[src/rtl/nes_pad_reader.sv]
`default_nettype none
// ============================================================================
// Module  : nes_pad_reader
// Brief   : Scans two 4021-style NES pads over a shared latch/clock pair and
//           presents parallel 8-bit button arrays plus a change strobe.
// Revision: 1.0
// ============================================================================
module nes_pad_reader #(
  parameter int CLK_DIV     = 300,
  parameter int POLL_PERIOD = 833333
) (
  input  logic       clk,
  input  logic       reset,
  input  logic       en,
  input  logic       poll_req,
  input  logic       pad_data1,
  input  logic       pad_data2,
  output logic       pad_latch,
  output logic       pad_clk,
  output logic [7:0] joypad1,
  output logic [7:0] joypad2,
  output logic       btn_strobe,
  output logic       busy
);

  localparam int TW = $clog2(POLL_PERIOD);
  localparam int DW = $clog2(2 * CLK_DIV);
  localparam logic [TW-1:0] TIMER_LAST = TW'(POLL_PERIOD - 1);
  localparam logic [DW-1:0] LATCH_LAST = DW'(2 * CLK_DIV - 1);
  localparam logic [DW-1:0] HALF_LAST  = DW'(CLK_DIV - 1);

  typedef enum logic [2:0] {
    IDLE   = 3'd0,
    LATCH  = 3'd1,
    CLK_HI = 3'd2,
    CLK_LO = 3'd3,
    DONE   = 3'd4
  } state_t;

  state_t        state;
  logic [TW-1:0] timer;
  logic [DW-1:0] div_cnt;
  logic [2:0]    bit_idx;
  logic [1:0]    sync1;
  logic [1:0]    sync2;
  logic [7:0]    shift1;
  logic [7:0]    shift2;
  logic          tick;
  logic          start;
  logic          sample1;
  logic          sample2;
  logic [7:0]    next1;
  logic [7:0]    next2;

  // Pad lines are active-low and asynchronous; synchronizers idle high (released).
  always_ff @(posedge clk) begin
    if (reset) begin
      sync1 <= 2'b11;
      sync2 <= 2'b11;
    end else begin
      sync1 <= {sync1[0], pad_data1};
      sync2 <= {sync2[0], pad_data2};
    end
  end

  assign sample1 = ~sync1[1];
  assign sample2 = ~sync2[1];

  always_ff @(posedge clk) begin
    if (reset || tick) timer <= '0;
    else               timer <= timer + 1'b1;
  end

  assign tick  = (timer == TIMER_LAST);
  assign start = (tick && en) || poll_req;

  // Final bit arrives on the last CLK_LO cycle, so the new arrays are assembled here.
  always_comb begin
    next1    = shift1;
    next2    = shift2;
    next1[7] = sample1;
    next2[7] = sample2;
  end

  always_ff @(posedge clk) begin
    if (reset) begin
      state      <= IDLE;
      div_cnt    <= '0;
      bit_idx    <= 3'd0;
      shift1     <= 8'h00;
      shift2     <= 8'h00;
      pad_latch  <= 1'b0;
      pad_clk    <= 1'b0;
      joypad1    <= 8'h00;
      joypad2    <= 8'h00;
      btn_strobe <= 1'b0;
      busy       <= 1'b0;
    end else begin
      case (state)
        IDLE: begin
          if (start) begin
            state     <= LATCH;
            div_cnt   <= '0;
            pad_latch <= 1'b1;
            busy      <= 1'b1;
          end
        end
        LATCH: begin
          if (div_cnt == LATCH_LAST) begin
            shift1[0] <= sample1;
            shift2[0] <= sample2;
            bit_idx   <= 3'd1;
            div_cnt   <= '0;
            pad_latch <= 1'b0;
            pad_clk   <= 1'b1;
            state     <= CLK_HI;
          end else begin
            div_cnt <= div_cnt + 1'b1;
          end
        end
        CLK_HI: begin
          if (div_cnt == HALF_LAST) begin
            div_cnt <= '0;
            pad_clk <= 1'b0;
            state   <= CLK_LO;
          end else begin
            div_cnt <= div_cnt + 1'b1;
          end
        end
        CLK_LO: begin
          if (div_cnt == HALF_LAST) begin
            shift1[bit_idx] <= sample1;
            shift2[bit_idx] <= sample2;
            div_cnt         <= '0;
            if (bit_idx == 3'd7) begin
              joypad1    <= next1;
              joypad2    <= next2;
              btn_strobe <= (next1 != joypad1) || (next2 != joypad2);
              state      <= DONE;
            end else begin
              bit_idx <= bit_idx + 3'd1;
              pad_clk <= 1'b1;
              state   <= CLK_HI;
            end
          end else begin
            div_cnt <= div_cnt + 1'b1;
          end
        end
        DONE: begin
          btn_strobe <= 1'b0;
          busy       <= 1'b0;
          state      <= IDLE;
        end
        default: begin
          state      <= IDLE;
          pad_latch  <= 1'b0;
          pad_clk    <= 1'b0;
          btn_strobe <= 1'b0;
          busy       <= 1'b0;
        end
      endcase
    end
  end

endmodule
`default_nettype wire
[config.mk]
export PLATFORM = sky130hd
export DESIGN_NAME = nes_pad_reader
export DESIGN_NICKNAME = d
export VERILOG_FILES = /design/src/rtl/nes_pad_reader.sv
export SDC_FILE = /design/constraint.sdc
export NUM_CORES = 1
export LEC_CHECK = 0
export ABC_AREA = 1
export CORE_MARGIN = 3
export CORE_UTILIZATION = 30
export CTS_BUF_LIST = sky130_fd_sc_hd__clkbuf_8
export CTS_CLUSTER_DIAMETER = 150
export CTS_CLUSTER_SIZE = 40
export DETAILED_ROUTE_END_ITERATION = 6
export DONT_BUFFER_PORTS = 1
export SYNTH_ARGS = -nofsm -noshare
export SYNTH_HDL_FRONTEND = slang
export SYNTH_SLANG_ARGS = --single-unit
[constraint.sdc]
create_clock -name clk -period 1.7 [get_ports clk]
set_input_delay 0.34 -clock clk [delete_from_list [all_inputs] [get_ports clk]]
set_output_delay 0.34 -clock clk [all_outputs]
set_load 0.005 [all_outputs]
==> impl_results.md, run 1 <==
- Outcome: finished clean
- Worst-Margin Slew: 0.422 ns
- Port Buf Inserts: 0
- Via count: roughly 3400
- Layout area overhead: 16.8%
- Post-Syn Area per Cell: 7.02 um2
- Row Count: 39
- Mapped cell area: 0.00368 mm2
- Fin Hold WS: about 0.05 ns
- Kind of critical path: reg -> reg
- CP Launch Type: register
- Root Buffer: clkbuf_8
- Die X: 117 um
- Hpwl dp: 6450 um
- Residual DRC count: 0
- Register area: 0.00149 mm2
- Power per cell area: approximately 1100 mW/mm2
- Final Non-Filler Cells: 700
- Placed cell area: slightly below 0.004 mm2
- Design Area, Final: 0.00430 mm2
- Vias in the first global route: roughly 3200
- Tcrit/Tclk final: approximately 92%
- DRT antenna net count: 0
- Min cycle time layout: between 1.5 and 2 ns
- DR vias/cell: ~4.9
- Initial Util: between 30% and 40%
- Routed wire length: between 9000 and 10000 um
- Reg clk slew, reported paths: 0.08 ns
- Clk Latency, worst-skew pair: 0.35 ns
- Maximum vdd drop: around 470 uV
- Htree depth: 3
- Initial DRC count: ~180
- CTS tree: built
- Drt wl/cell: approximately 13 um
- Total Die Area: 0.0136 mm2
- Peak Freq: approximately 640 MHz
- # IOs: 26
- # clock sinks: between 70 and 80
- LEAKAGE: around 1.7 nW
- Worst hold path type: in -> reg
- CTS Buf Count: 9
- Setup TNS: 0 ns
- Fill cell count: between 1000 and 1500
- Ant. Diodes: 0
- CTS Hold Bufs: 0
- Nets@finish: 563
- Worst Path Max Fanout: 4
- Core area: roughly 0.012 mm2
- Post-placement cell count: about 670
- Max_cap viols: 0
- Final setup viols: 0
- Setup crit end kind: register
- First-pass GRT wire length: 14900 um
- Yosys cell types: 37
- Final Hold Viols: 0
- Register area share after synthesis: between 40 and 50%
- Pin count of the biggest net entering global routing: 31
- Antenna violations before repair: 0
- Multi-input combinational cell area: roughly 0.002 mm2
- Synth Instances: roughly 520
- Fin Clk Skew: 0.00716 ns
- RSZ-0062 raised after global routing: true
- WP data required: between 1.5 and 2 ns
- Final setup margin: 0.128 ns
- GPL Wtd Cong: 0.891
- Clock Tree Buf Depth: 2
- Drt pass-1 iters: 5
- Synthesis Warnings: 0
- DIE HEIGHT: 117 um
- Data arrival time of the worst path: 1.81 ns
- Grt total ovfl: 0
- Slew headroom: just over 70%
- Yosys reg bits: 74
- Mapped Nets: roughly 540
- GRT Total Usage: a little over an eighth
- Slew Limit Fails: 0
- Worst slack, placed: about 0.063 ns
- Share of cells above drive strength 1: 16.5%
[per-layer routing]
| layer | vias to the layer above | track usage, % | wire, um |
|---|---|---|---|
| li1 | 1757 | - | - |
| met1 | 1581 | 17.1 | 4120 |
| met2 | 68 | 22.5 | 4380 |
| met3 | 14 | 3.96 | 398 |
| met4 | 0 | 3.98 | 128 |
| met5 | - | 0 | 0 |
[sequential cells by signal (all words and copies together), names as in the netlist, 2 cells and up]
register and cells:
timer 20, sync1 2, sync2 2, shift1 7
joypad2 8, state 3, joypad1 8, div_cnt 10
bit_idx 3, shift2 7
[cells in the final DEF, fill, tap and decap left out, types with 2 or more instances in the layout]
| master | netlist | routed |
|---|---|---|
| nand2_1 | 103 | 102 |
| nor2_1 | 79 | 77 |
| dfxtp_1 | 74 | 71 |
| inv_1 | 45 | 46 |
| a21oi_1 | 38 | 38 |
| nand3_1 | 33 | 32 |
| buf_4 | 2 | 27 |
| o21ai_0 | 24 | 24 |
| nor3_1 | 24 | 23 |
| xnor2_1 | 14 | 14 |
| nand4_1 | 13 | 13 |
| clkbuf_8 | 0 | 9 |
| or2_2 | 8 | 8 |
| inv_2 | 7 | 7 |
| nand2_2 | 7 | 7 |
| xor2_1 | 7 | 7 |
| nor2_4 | 3 | 6 |
| nor3_2 | 3 | 4 |
| ha_1 | 5 | 4 |
| nor2_2 | 4 | 3 |
| dfxtp_2 | 0 | 3 |
| inv_4 | 2 | 2 |
| nand3_2 | 2 | 2 |
| nand2_4 | 1 | 2 |
| o211ai_1 | 2 | 2 |
| nand3b_1 | 2 | 2 |
| a211oi_1 | 2 | 2 |
| and3_1 | 2 | 2 |
| bufinv_16 | 0 | 2 |
| buf_6 | 0 | 2 |
[report_power, final]
group / internal [W] / switching [W] / leakage [nW] / total (W)
sequential: 0.00188 / 0.000140 / 0.601 / 0.00202
combinational: 0.000465 / 0.000829 / 0.976 / 0.00129
clock: 0.000826 / 0.000685 / 0.111 / 0.00151
total: 0.00317 / 0.00165 / 1.69 / 0.00482
[cells in the mapped netlist, drive strengths merged]
cell    instances  share of area (%)
nand4          14                2.5
nand2         111                 12
buf             5               0.75
clkbuf          7               0.71
o21ai          25                3.4
a21oi          38                5.2
and2            1               0.17
inv            54                5.6
a21boi          1               0.20
nor2           86                9.7
and3            2               0.34
nor4            1               0.34
a31oi           1               0.17
nand3          35                5.0
nor3           27                4.1
ha              5                1.7
xnor2          14                3.3
clkinv          1               0.10
or2             9                1.5
dfxtp          74                 40
o211ai          2               0.41
xor2            7                1.7
nand3b          2               0.41
a211oi          2               0.41
[cells by family (layout without fill, tap and decap cells)]
| kind of cell | after synthesis | after routing | synth area share, % |
|---|---|---|---|
| adder cells (fa/ha/maj) | 5 | 5 | 1.70 |
| XOR/XNOR | 21 | 21 | 5.00 |
| buffers and inverters | 67 | 100 | 7.21 |
| flip-flops | 74 | 74 | 40.2 |
| AO/OA/AOI/OAI | 69 | 69 | 9.76 |
| AND/OR/NAND/NOR | 288 | 288 | 36.1 |
[final timing paths]
kind	cells after the start	startpoint	endpoint	slack (ns)
max	9	div_cnt[0]	shift1[5]	0.13
min	1	reset	bit_idx[1]	0.05
max reg2reg	9	div_cnt[0]	shift1[5]	0.13
min reg2reg	1	sync1[0]	sync1[1]	0.41
[per-stage QoR]
step                power (W)  utilization [%]
CTS                   0.00477             35.6
floorplan             0.00290                -
global placement      0.00321             33.7
finish                0.00482             36.7
global route          0.00515             36.7
detailed placement    0.00325             33.7
[layout make-up]
| class | count | share of cell area [%] |
|---|---|---|
| Multi-Input combinational cell | 383 | 46.1 |
| Sequential cell | 74 | 34.5 |
| Timing Repair Buffer | 29 | 5.24 |
| Inverter | 55 | 4.92 |
| Tap cell | 143 | 4.16 |
| Clock buffer | 9 | 2.88 |
| Clock inverter | 7 | 2.18 |
[critical path: stages, from the launching register on]
cell,delay [ns]
dfxtp_2,0.36
ha_2,0.19
nand2_1,0.09
nor2_4,0.13
buf_4,0.14
nand4_1,0.12
nor2_1,0.14
nand2_1,0.07
o21ai_0,0.18
nor2_1,0.07
[what timing repair did]
action,CTS,global route
setup endpoints to repair,0,44
gates resized for setup,0,18
setup buffers,0,9
Note: power is estimated with default switching activity, not from simulation.
==> run 2: changes to the inputs <==
Settings changed: ABC_AREA 1 to not set, GPL_ROUTABILITY_DRIVEN set to 0, PLACE_DENSITY_LB_ADDON set to 0.25.
==> impl_results.md, run 2 <==
- Final Non-Filler Cells: 620 (-11%)
- Most numerous cell in the Yosys netlist: dfxtp_1
- Synthesized-area fraction occupied by and/or/nand/nor cells: 28.3% (-7.8 points)
- Synthesis Warnings: 0 (unchanged)
- Antenna violations before repair: 0 (unchanged)
- Layout area overhead: 32.8%
- Top routing layer used: met4
- # clock sinks: 74 (unchanged)
- Commonest non-fill, non-tap cell in the layout: buf_4
- Grt total ovfl: 0 (unchanged)
- Clk Latency, worst-skew pair: 0.35 ns (about the same)
- Synth cell count leaders: dfxtp_1, nand2_1, nor2_1, a21oi_1, xor2_1
- Power per cell area: 796 mW/mm2 (-29%)
- LEAKAGE: 1.91 nW (+13%)
- Mapped Nets: 413 (-23%)
- Pin count of the biggest net entering global routing: 46 (+48%)
- WL met1: 4040 um (-2.1%)
- CTS Buf Count: 9 (unchanged)
- Post-synthesis xor/xnor area fraction: 8.25% (+3.3 points)
- CTS tree: built
- Via count: 3089 (-9.7%)
- Worst hold stages: 1 (unchanged)
- Kind of critical path: reg -> reg
- First-pass GRT wire length: 14600 um (-2.4%)
- Routed wire length: 8640 um (-4.3%)
- Nets@finish: 487 (-13%)
- Worst Hold End: joypad2[6]
- DIE HEIGHT: 114 um (-2.3%)
- Post-Syn Area per Cell: 8.71 um2 (+24%)
- Outcome: finished with violations
- Data arrival time of the worst path: 2.48 ns (+0.67 ns)
- Min cycle time layout: 2.23 ns (+0.657 ns)
- Tcrit/Tclk final: 131% (+39 points)
- Regs by FF count: timer: 20 flops, div_cnt: 10 flops
- Hpwl dp: 5970 um (-7.4%)
- Yosys reg bits: 74 (unchanged)
- Total Die Area: 0.0130 mm2 (-4.6%)
- Port Buf Inserts: 0 (unchanged)
- Slew headroom: 75.9% (+4.2 points)
- Routed met3 length: 224 um (-44%)
- Row Count: 38 (-2.6%)
- Fill cell count: 1109 (-8.3%)
- Htree depth: 3 (unchanged)
- Die X: 114 um (-2.3%)
- Initial Util: 31.5% (+0.057 points)
- Mapped cell area: 0.00350 mm2 (-4.8%)
- Adder-Cell Fraction of Synth Area: 1.79% (+0.086 points)
- WP data required: 1.95 ns (about the same)
- Yosys top cell area share: 42.3% (+2.0 points)
- Worst hold path type: in -> reg
- Most frequent cells in the layout: buf_4, dfxtp_1, nor2_1, nand2_1, xor2_1
- Peak Freq: 449 MHz (-29%)
- Mux contribution to synthesized area: 2.89% (+2.9 points)
- Area leader, netlist: dfxtp_1
- Largest Register: timer
- Initial DRC count: 135 (-24%)
- Critical R2R Launch: div_cnt[2]
- Synth Instances: 402 (-23%)
- Slew Limit Fails: 0 (unchanged)
- Register area share after synthesis: 42.3% (+2.0 points)
- WL met2: 4260 um (-2.9%)
- Reg-to-reg critical path endpoint: div_cnt[9]
- Post-placement cell count: 592 (-12%)
- Hold_sp: reset
- GRT Total Usage: 13.9% (+0.32 points)
- Worst Path Max Fanout: 6 (+2)
- RSZ-0062 raised after global routing: true
- DR vias/cell: 4.98 (+2.0%)
- Final setup viols: 45 (+45)
- # IOs: 26 (unchanged)
- Setup TNS: -15.61 ns (-15.61 ns)
- Vias in the first global route: 2962 (-8.0%)
- Drt wl/cell: 13.9 um (+8.0%)
- Share of cells above drive strength 1: 32.3% (+16 points)
- Core area: 0.0111 mm2 (-5.0%)
- Util after Layout: 41.8% (+5.1 points)
- Worst-Margin Slew: 0.362 ns (-0.0602 ns)
- Failing checks: negative setup slack
- Final Power: 0.00370 W (-23%)
- Reg clk slew, reported paths: 0.08 ns (about the same)
- DRT antenna net count: 0 (unchanged)
- Max_cap viols: 0 (unchanged)
- Yosys cell types: 52 (+41%)
- Maximum vdd drop: 619 uV (+32%)
- Clock Tree Buf Depth: 2 (unchanged)
- CTS Hold Bufs: 0 (unchanged)
- Setup crit end kind: register
- Largest register FFs: 20 (unchanged)
- Fin Clk Skew: 0.00793 ns (+0.000760 ns)
- EDFF count, synth: 0 (unchanged)
- Synth Area in Compound Gates: 12.0% (+2.3 points)
- Top post-synthesis cells by area: dfxtp_1, xor2_1, nand2_1, nor2_1, a21oi_1
- Fin Hold WS: 0.0613 ns (+0.0101 ns)
- Final Hold Viols: 0 (unchanged)
- Final setup margin: -0.529 ns (-0.657 ns)
- Residual DRC count: 0 (unchanged)
- Drt pass-1 iters: 4 (-1)
- Most frequently used flop master after synthesis: dfxtp_1
- CP Launch Type: register
- R2R depth: 5 (-4)
- Reg2Reg Setup Slack: -0.53 ns (-0.66 ns)
- Ant. Diodes: 0 (unchanged)
- Root Buffer: clkbuf_8
- Fraction of registers with async set/reset: 0% (unchanged)
- Combinational family with the most area after synthesis: simple AND/OR/NAND/NOR gates
run 2: cell types whose count changed in the layout (fill, tap and decap cells not counted), sizes merged, moves of 15 or more:
cell and change:
a21oi -15, buf +54, inv -45, nand2 -66, nand3 -23, nor2 -42
nor3 -17, o21ai -18
run 2: layout make-up:
| class | instances | area [um2] | area share (%) |
|---|---|---|---|
| Clock buffer | 11 | 151 | 3.25 |
| Clock inverter | 4 | 20.0 | 0.430 |
| Inverter | 9 | 33.8 | 0.726 |
| Multi-Input combinational cell | 298 | 2080 | 44.8 |
| Sequential cell | 74 | 1480 | 31.9 |
| Tap cell | 140 | 175 | 3.76 |
| Timing Repair Buffer | 84 | 706 | 15.2 |
run 2: how the worst max path moves through the flow:
stage	slack [ns]	to	depth (start not counted)	start
4_1_cts	-0.52	div_cnt[9]	5	div_cnt[2]
3_5_place_dp	-0.55	div_cnt[9]	5	div_cnt[2]
5_1_grt	-0.57	div_cnt[9]	5	div_cnt[2]
3_3_place_gp	-0.51	div_cnt[9]	5	div_cnt[2]
6_report	-0.53	div_cnt[9]	5	div_cnt[2]
2_1_floorplan	-0.62	div_cnt[9]	7	div_cnt[4]
run 2: power breakdown:
group / switching (W) / internal, W
Sequential: 0.0000434 / 0.00179
Clock: 0.000639 / 0.000589
Combinational: 0.000324 / 0.000314
run 2: cell families after synthesis:
logic type	Yosys count
AND/OR/NAND/NOR	188
XOR/XNOR	33
flip-flops	74
multiplexers	10
buffers and inverters	30
adder cells (fa/ha/maj)	5
AO/OA/AOI/OAI	62
run 2: per-layer routing:
layer  vias to the layer above  global-route usage (%)
met5                         -                       0
met3                         9                    3.28
met1                      1488                    17.8
met4                         0                    5.07
li1                       1568                       -
met2                        24                    22.7
run 2: worst max-delay path, cell delays in order (launching register included):
cell     delay (ns)
dfxtp_2        0.33
or4_4          0.53
or4b_4         0.52
a32o_2         0.31
and3_4         0.18
a211o_1        0.25
run 2: per-stage QoR:
stage | area, um2 | setup WS, ns
2_1_floorplan | 3550 | -0.625
3_3_place_gp | 4150 | -0.510
5_1_grt | 4650 | -0.574
4_1_cts | 4510 | -0.522
6_report | 4650 | -0.529
3_5_place_dp | 4150 | -0.546
run 2: what timing repair did:
action | 4_1_cts | 5_1_grt
endpoints found under the setup margin | 43 | 67
gates cloned | 2 | 0
buffers inserted | 6 | 5
pin swaps | 7 | 30
resized for setup | 20 | 23
endpoints found under the hold margin | 0 | 0
==> run 3: changes to the inputs <==
Settings changed: SETUP_SLACK_MARGIN set to 0.3.
==> impl_results.md, run 3 (synthesis gave the netlist of run 2 again) <==
- Maximum vdd drop: 334 uV (-46%)
- Max_cap viols: 0 (unchanged)
- Clk Latency, worst-skew pair: 0.36 ns (about the same)
- Share of cells above drive strength 1: 41.4% (+9.1 points)
- Initial Util: 31.5% (unchanged)
- Commonest non-fill, non-tap cell in the layout: buf_4
- Via count: 3064 (-0.81%)
- Tcrit/Tclk final: 131% (about the same)
- Final setup viols: 40 (-11%)
- # clock sinks: 74 (unchanged)
- DR vias/cell: 4.97 (-0.17%)
- Row Count: 38 (unchanged)
- Clock Tree Buf Depth: 2 (unchanged)
- Layout area overhead: 38.8%
- Util after Layout: 43.7% (+1.9 points)
- CP Launch Type: register
- Slew Limit Fails: 0 (unchanged)
- Drt wl/cell: 14.5 um (+3.7%)
- GRT Total Usage: 13.6% (-0.23 points)
- Reg clk slew, reported paths: 0.09 ns (about the same)
- Slew headroom: 76.3% (+0.36 points)
- Peak Freq: 449 MHz (about the same)
- DRT antenna net count: 0 (unchanged)
- Ant. Diodes: 0 (unchanged)
- Design Area, Final: 0.00486 mm2 (+4.5%)
- Htree depth: 3 (unchanged)
- Hpwl dp: 6100 um (+2.2%)
- RSZ-0062 raised after global routing: true
- Worst Path Max Fanout: 6 (unchanged)
- Final setup margin: -0.527 ns (+0.00174 ns)
- Setup crit end kind: register
- Fin Clk Skew: 0.0134 ns (+0.00548 ns)
- Placed cell area: 0.00418 mm2 (+0.60%)
- Final Non-Filler Cells: 616 (-0.65%)
- Final Power: 0.00383 W (+3.4%)
- Pin count of the biggest net entering global routing: 46 (unchanged)
- Port Buf Inserts: 0 (unchanged)
- Data arrival time of the worst path: 2.48 ns (about the same)
- Drt pass-1 iters: 4 (unchanged)
- Nets@finish: 482 (-1.0%)
- Die X: 114 um (unchanged)
- Initial DRC count: 135 (unchanged)
- Root Buffer: clkbuf_8
- Worst-Margin Slew: 0.355 ns (-0.00609 ns)
- Final Hold Viols: 0 (unchanged)
- Total Die Area: 0.0130 mm2 (unchanged)
- Post-placement cell count: 589 (-0.51%)
- Most frequent cells in the layout: buf_4, dfxtp_1, nand2_1
- Largest Register: timer
- Min cycle time layout: 2.23 ns (-0.00174 ns)
- Core area: 0.0111 mm2 (unchanged)
- CTS tree: built
- Failing checks: negative setup slack
- LEAKAGE: 1.89 nW (-0.98%)
- CTS Hold Bufs: 0 (unchanged)
- CTS Buf Count: 9 (unchanged)
- Grt total ovfl: 0 (unchanged)
- Regs by FF count: timer: 20 flops, div_cnt: 10 flops
- # IOs: 26 (unchanged)
- DIE HEIGHT: 114 um (unchanged)
- Residual DRC count: 0 (unchanged)
- Kind of critical path: reg -> reg
- Outcome: finished with violations
- Vias in the first global route: 2939 (-0.78%)
- WP data required: 1.95 ns (about the same)
- Antenna violations before repair: 0 (unchanged)
- Worst hold path type: in -> reg
- Routed wire length: 8910 um (+3.1%)
- Power per cell area: 788 mW/mm2 (-1.0%)
- Largest register FFs: 20 (unchanged)
- First-pass GRT wire length: 14200 um (-2.2%)
[run 3: cell count changes in the layout (fill, tap and decap cells not counted), sizes merged]
cell	change
buf	-5
bufbuf	-1
clkbuf	-1
clkinv	+1
clkinvlp	+1
inv	+1
[run 3: repair_timing]
item,4_1_cts,5_1_grt
gates resized for setup,49,54
hold endpoints to repair,0,0
setup endpoints to repair,70,70
cloned,1,1
setup buffers,4,5
pin swaps,28,25
[run 3: cell type report]
class	instances	area, um2
clock buffers	9	124
clock inverters	7	58.8
fillers	1075	6260
inverters	9	33.8
multi-input cells	298	2310
flip-flops and latches	74	1500
well taps	140	175
repair buffers	79	664
[run 3: final timing paths]
path              depth (start not counted)  slack, ns    endpoint  startpoint
hold reg to reg                           1       0.41    sync1[1]    sync1[0]
setup reg to reg                          5      -0.53  div_cnt[9]  div_cnt[2]
setup / recovery                          5      -0.53  div_cnt[9]  div_cnt[2]
hold / removal                            1       0.06  bit_idx[1]       reset
[run 3: through the flow]
stage          setup slack (ns)  setup TNS, ns  hold slack (ns)
6_report                 -0.527         -10.92           0.0633
5_1_grt                  -0.568         -14.87           0.0374
4_1_cts                  -0.524          -9.35           0.0245
3_5_place_dp             -0.569          -9.89            0.398
3_3_place_gp             -0.532          -9.72            0.397
2_1_floorplan            -0.625         -11.48            0.389
[run 3: power by group]
group          leakage (nW)  internal, W  switching (W)
clock network        0.0868     0.000550       0.000740
logic                  1.20     0.000346       0.000342
registers             0.606      0.00180      0.0000556
[run 3: worst max-delay path: stages, from the launching register on]
cell,delay (ns)
dfxtp_1,0.32
or4_4,0.53
or4b_4,0.53
a32o_2,0.31
and3_1,0.17
a211o_1,0.27
[run 3: metal layers]
layer / vias up / track usage [%] / wire length (um)
li1: 1562 / - / -
met1: 1450 / 17.4 / 4140
met2: 38 / 21.8 / 4220
met3: 14 / 2.91 / 351
met4: 0 / 6.97 / 190
met5: - / 0 / 0
